**config.mk**
```make
export PLATFORM = sky130hd
export DESIGN_NAME = fp_to_linear_serial_flat
export DESIGN_NICKNAME = d
export VERILOG_FILES = /design/src/rtl/fp_to_linear_serial_if.sv /design/src/rtl/fp_to_linear_serial.sv /design/src/flat_wrapper.sv
export SDC_FILE = /design/constraint.sdc
export NUM_CORES = 1
export LEC_CHECK = 0
export CAP_MARGIN = 20
export CORE_MARGIN = 2
export CORE_UTILIZATION = 48
export CTS_CLUSTER_DIAMETER = 200
export DETAILED_ROUTE_END_ITERATION = 8
export PLACE_DENSITY = 0.77
export SLEW_MARGIN = 10
export SYNTH_ARGS = -nofsm -noshare
export SYNTH_HDL_FRONTEND = slang
export SYNTH_SLANG_ARGS = --single-unit
```
**constraint.sdc**
```tcl
create_clock -name clk -period 2.85 [get_ports clk]
set_clock_uncertainty 0.2 [all_clocks]
set_input_delay 0.57 -clock clk [delete_from_list [all_inputs] [get_ports clk]]
set_output_delay 0.57 -clock clk [all_outputs]
set_load 0.01 [all_outputs]
```
**src/rtl/fp_to_linear_serial_if.sv**
```systemverilog
// Handshake bundle between the float sample stream, the converter and the linear datapath.
// The master modport is the side that feeds words in and drains results.
interface fp_to_linear_serial_if #(
  parameter int EXP_W = 3,
  parameter int SIG_W = 4,
  parameter int OUT_W = 12
);
  logic             in_valid;
  logic             in_ready;
  logic             in_sign;
  logic [EXP_W-1:0] in_exp;
  logic [SIG_W-1:0] in_sig;
  logic             out_valid;
  logic             out_ready;
  logic [OUT_W-1:0] out_data;
  logic             busy;

  modport master (
    output in_valid, in_sign, in_exp, in_sig, out_ready,
    input  in_ready, out_valid, out_data, busy
  );

  modport slave (
    input  in_valid, in_sign, in_exp, in_sig, out_ready,
    output in_ready, out_valid, out_data, busy
  );
endinterface

```
**src/rtl/fp_to_linear_serial.sv**
```systemverilog
// Expands an {S, E, F} compressed float into a signed OUT_W-bit linear value,
// shifting the significand left one bit per cycle for E cycles.
module fp_to_linear_serial #(
  parameter int EXP_W = 3,
  parameter int SIG_W = 4,
  parameter int OUT_W = 12
) (
  input  logic                    clk,
  input  logic                    rst,
  fp_to_linear_serial_if.slave    bus_io
);

  localparam int MAG_W = OUT_W - 1;

  typedef enum logic [1:0] {
    IDLE,
    SHIFT,
    DONE
  } state_e;

  state_e           state_q, state_d;
  logic [MAG_W-1:0] mag_q, mag_d;
  logic [EXP_W-1:0] cnt_q, cnt_d;
  logic             sign_q, sign_d;
  logic [OUT_W-1:0] data_q, data_d;
  logic             accept;

  // A finished result may be drained and a new word taken on the same edge.
  assign bus_io.in_ready  = (state_q == IDLE) || ((state_q == DONE) && bus_io.out_ready);
  assign accept           = bus_io.in_valid && bus_io.in_ready;
  assign bus_io.out_valid = (state_q == DONE);
  assign bus_io.busy      = (state_q != IDLE);
  assign bus_io.out_data  = data_q;

  always_comb begin
    state_d = state_q;
    mag_d   = mag_q;
    cnt_d   = cnt_q;
    sign_d  = sign_q;
    data_d  = data_q;

    case (state_q)
      IDLE: ;
      SHIFT: begin
        mag_d = mag_q << 1;
        cnt_d = cnt_q - 1'b1;
        if (cnt_q == EXP_W'(1)) begin
          state_d = DONE;
        end
      end
      DONE: begin
        if (bus_io.out_ready) begin
          state_d = IDLE;
        end
      end
      default: state_d = IDLE;
    endcase

    if (accept) begin
      sign_d  = bus_io.in_sign;
      mag_d   = MAG_W'(bus_io.in_sig);
      cnt_d   = bus_io.in_exp;
      state_d = (bus_io.in_exp != '0) ? SHIFT : DONE;
    end

    // Result is captured only on entry to DONE (including DONE->DONE for E=0),
    // so it holds under back-pressure and stays visible in IDLE.
    if ((state_d == DONE) && ((state_q != DONE) || accept)) begin
      data_d = sign_d ? -{1'b0, mag_d} : {1'b0, mag_d};
    end
  end

  always_ff @(posedge clk or posedge rst) begin
    if (rst) begin
      state_q <= IDLE;
      mag_q   <= '0;
      cnt_q   <= '0;
      sign_q  <= 1'b0;
      data_q  <= '0;
    end else begin
      state_q <= state_d;
      mag_q   <= mag_d;
      cnt_q   <= cnt_d;
      sign_q  <= sign_d;
      data_q  <= data_d;
    end
  end

endmodule
```
**src/flat_wrapper.sv**
```systemverilog
// flat-port wrapper written by rule: the top's interface ports become plain ports
module fp_to_linear_serial_flat 
#(
  parameter int EXP_W = 3,
  parameter int SIG_W = 4,
  parameter int OUT_W = 12
)
  (clk, rst, bus_io_in_valid, bus_io_in_sign, bus_io_in_exp, bus_io_in_sig, bus_io_out_ready, bus_io_in_ready, bus_io_out_valid, bus_io_out_data, bus_io_busy);
  fp_to_linear_serial_if #(.EXP_W(EXP_W), .SIG_W(SIG_W), .OUT_W(OUT_W)) bus_io_i ();
  input  logic clk;
  input  logic rst;
  input wire logic [$bits(bus_io_i.in_valid)-1:0] bus_io_in_valid;
  input wire logic [$bits(bus_io_i.in_sign)-1:0] bus_io_in_sign;
  input wire logic [$bits(bus_io_i.in_exp)-1:0] bus_io_in_exp;
  input wire logic [$bits(bus_io_i.in_sig)-1:0] bus_io_in_sig;
  input wire logic [$bits(bus_io_i.out_ready)-1:0] bus_io_out_ready;
  output wire logic [$bits(bus_io_i.in_ready)-1:0] bus_io_in_ready;
  output wire logic [$bits(bus_io_i.out_valid)-1:0] bus_io_out_valid;
  output wire logic [$bits(bus_io_i.out_data)-1:0] bus_io_out_data;
  output wire logic [$bits(bus_io_i.busy)-1:0] bus_io_busy;
  assign bus_io_i.in_valid = bus_io_in_valid;
  assign bus_io_i.in_sign = bus_io_in_sign;
  assign bus_io_i.in_exp = bus_io_in_exp;
  assign bus_io_i.in_sig = bus_io_in_sig;
  assign bus_io_i.out_ready = bus_io_out_ready;
  assign bus_io_in_ready = bus_io_i.in_ready;
  assign bus_io_out_valid = bus_io_i.out_valid;
  assign bus_io_out_data = bus_io_i.out_data;
  assign bus_io_busy = bus_io_i.busy;
  fp_to_linear_serial #(.EXP_W(EXP_W), .SIG_W(SIG_W), .OUT_W(OUT_W)) u_core (.clk(clk), .rst(rst), .bus_io(bus_io_i));
endmodule
```
==> impl_metrics.ini <==
[sta]
final_max_slew_viol_count = 0
tightest_slew_ns = 0.396
relSlewSlack_pct = 73.6
fin_crit_sh_pct = 99.4
fmax_mhz = 353
hold_violations = 0
fin_crit_ns = 2.83
setup_viol = 0

[critical_path]
setup.worst_path.start = bus_io_in_valid
endpoint = u_core.bus_io.out_data[10]
critPathKind = in -> reg
reg2reg_to = u_core.bus_io.out_data[10]
worstPathArrival_ns = 2.86
cp.required_ns = 2.88
slowest_stage = clkdlybuf4s50_1
crit_path_start_kind = input pin
cpPeakStageDelay_ns = 0.53
path_cells = clkdlybuf4s50_1 > nand2b_4 > o21a_1 > a22oi_2 > ha_2 > nor2b_4 > o21ai_2 > a2bb2oi_4 > o41ai_4 > xnor2_1 > o21ai_1
reg2reg_depth = 10
rr_startpoint = u_core.state_q[0]
crit_path_max_fanout = 4
endpoint_kind = flip-flop
r2r_slack_ns = 0.19

[floorplan]
ioPinCount = 27
die_w_um = 62.8
num_rows = 21
start_util_pct = 49.8
dieArea_mm2 = 0.00395
chipHeight_um = 62.8
fp.coreArea_mm2 = 0.00334

[cts]
cts_hold_buf = 0
clock_path_buffers = 2
h-tree-depth = 2
cts_tree = built
cts_buffers = 5
path_clk_slew_ns = 0.09
cts_num_sinks = 29
cts_root_buffer = clkbuf_4
insertion_delay_ns = 0.33

[final_layout]
area_growth_pct = 36.1
final_core_util_pct = 67.8
antenna_cells = 0
final_area_mm2 = 0.00226
final_cell_mix = nand2_1, dfrtp_1, buf_4
drive_above_1_share_pct = 23.2
finalNetCount = 248

[power_and_ir_drop]
peakVddDrop_mv = 0.648
p_leak_uw = 0.00106
power.total_uw = 2920
power_density_mw_per_mm2 = 1290

[drt]
drc = 0
avgRoutedWirePerCell_um = 15.6
firstDrtPassIters = 4
routed_wl_um = 4350
vias = 1519
antenna_left = 0
drt-vias-per-instance = 5.44
dr.first_iter.drc_count = 79

[synth]
synth_ff_type = dfrtp_1
yosys_warnings = 0
synth.avg_cell_area_um2 = 9.08
async_reset_ff_share_pct = 100
seq_area_frac_synth_pct = 43.7
synth_edf_count = 0
syn_area_mm2 = 0.00166
ys_seq_elements = 29
synth_nets = 198
ys_types = 42
synth_cells = 183

[global_routing]
grt_pass1_vias = 1582
antenna_found_initial = 0
groute.usage.overall_pct = 23.8
grt_pass1_wl_um = 7230
grt_max_degree = 30
grt-ovfl-total = 0

[placement]
place.gp.congestion = 0.811
post_dp_cell_area_mm2 = 0.00211
portBuffers = 26
dp_hpwl_um = 3100

[run]
cap_violations = 0

[outcome]
status = finished clean

[min_path]
hold_class = reg -> reg
-- where the power goes --
group | internal [uW] | total (uW) | switching (uW)
Clock | 116 | 258 | 142
Sequential | 606 | 749 | 142
Combinational | 946 | 1910 | 966
Total | 1670 | 2920 | 1250
-- flip-flops by register name, indices dropped and copies added, names as in the netlist --
| signal | cells |
|---|---|
| u_core.sign_q | 1 |
| u_core.cnt_q | 3 |
| u_core.state_q | 2 |
| u_core.bus_io.out_data | 12 |
| u_core.mag_q | 11 |
-- critical path, delay by kind of cell --
family | cells | cell delay, ns
compound gates | 6 | 1.13
buf+inv | 1 | 0.53
fa+ha+maj | 1 | 0.24
simple gates | 2 | 0.23
xor+xnor | 1 | 0.15
-- metrics by stage --
step                hold slack (ns)  setup TNS (ns)  cells  setup slack [ns]
finish                        0.284               0    279            0.0175
global route                  0.313         -0.0531    279           -0.0473
CTS                           0.291               0    277           0.00684
detailed placement            0.270           -1.97    270            -0.453
global placement              0.263           -1.36    270            -0.336
floorplan                     0.279               0    183            0.0359
-- cell usage after synthesis, types with 2 or more instances --
cell      instances  area share (%)
dfrtp_1          29              44
nand2_1          29             6.6
o21ai_0          20             6.0
inv_1            11             2.5
nor2_1           10             2.3
nor3_1            7             2.1
mux2_2            6             4.1
mux2i_1           5             3.0
clkbuf_1          4            0.90
xor2_1            4             2.1
a211oi_1          3             1.4
a21oi_1           3            0.90
and2_1            3             1.1
ha_1              3             2.3
nand4_1           3             1.1
nor2b_1           3             1.1
o21a_1            3             1.4
o21ai_1           3            0.90
or2_2             3             1.1
xnor2_1           3             1.6
a221o_1           2             1.2
a221oi_1          2             1.1
buf_2             2            0.60
buf_6             2             1.4
nand2b_1          2            0.75
o31ai_1           2            0.90
-- layout make-up --
type / instances / area (um^2)
timing repair buffer: 51 / 449
fill: 290 / 1080
tap: 46 / 57.6
sequential: 29 / 726
inverter: 12 / 45.0
multi-input combinational: 134 / 928
clock buffer: 7 / 55.1
-- what timing repair did --
action,CTS,global route
endpoints found under the hold margin,0,0
buffers inserted,0,2
pin swaps,3,8
gates cloned,0,0
setup endpoints to repair,4,4
resized for setup,5,15
-- per-layer routing --
layer  share of wire [%]  vias up  track usage, %
met3                 4.2       11            7.57
met2                  51       31            40.6
met1                  42      738            28.0
met5                   0        -               0
li1                    -      739               -
met4                 2.3        0            8.89
-- how the worst min path moves through the flow --
stage,startpoint,endpoint,cells past startpoint
floorplan,u_core.cnt_q[1],u_core.cnt_q[1],1
global placement,u_core.bus_io.out_data[11],u_core.bus_io.out_data[11],1
detailed placement,u_core.bus_io.out_data[11],u_core.bus_io.out_data[11],1
CTS,u_core.bus_io.out_data[11],u_core.bus_io.out_data[11],1
global route,u_core.bus_io.out_data[11],u_core.bus_io.out_data[11],1
finish,u_core.bus_io.out_data[11],u_core.bus_io.out_data[11],1
-- kinds of logic after synthesis --
family                   count (synthesis)  share of synthesized area [%]
multiplexers                            11                           7.08
AO/OA/AOI/OAI                           47                           18.8
adder cells (fa/ha/maj)                  3                           2.26
AND/OR/NAND/NOR                         66                           18.9
XOR/XNOR                                 7                           3.69
buffers and inverters                   20                           5.57
flip-flops                              29                           43.7
No activity file was read; power rests on OpenSTA's default activity.
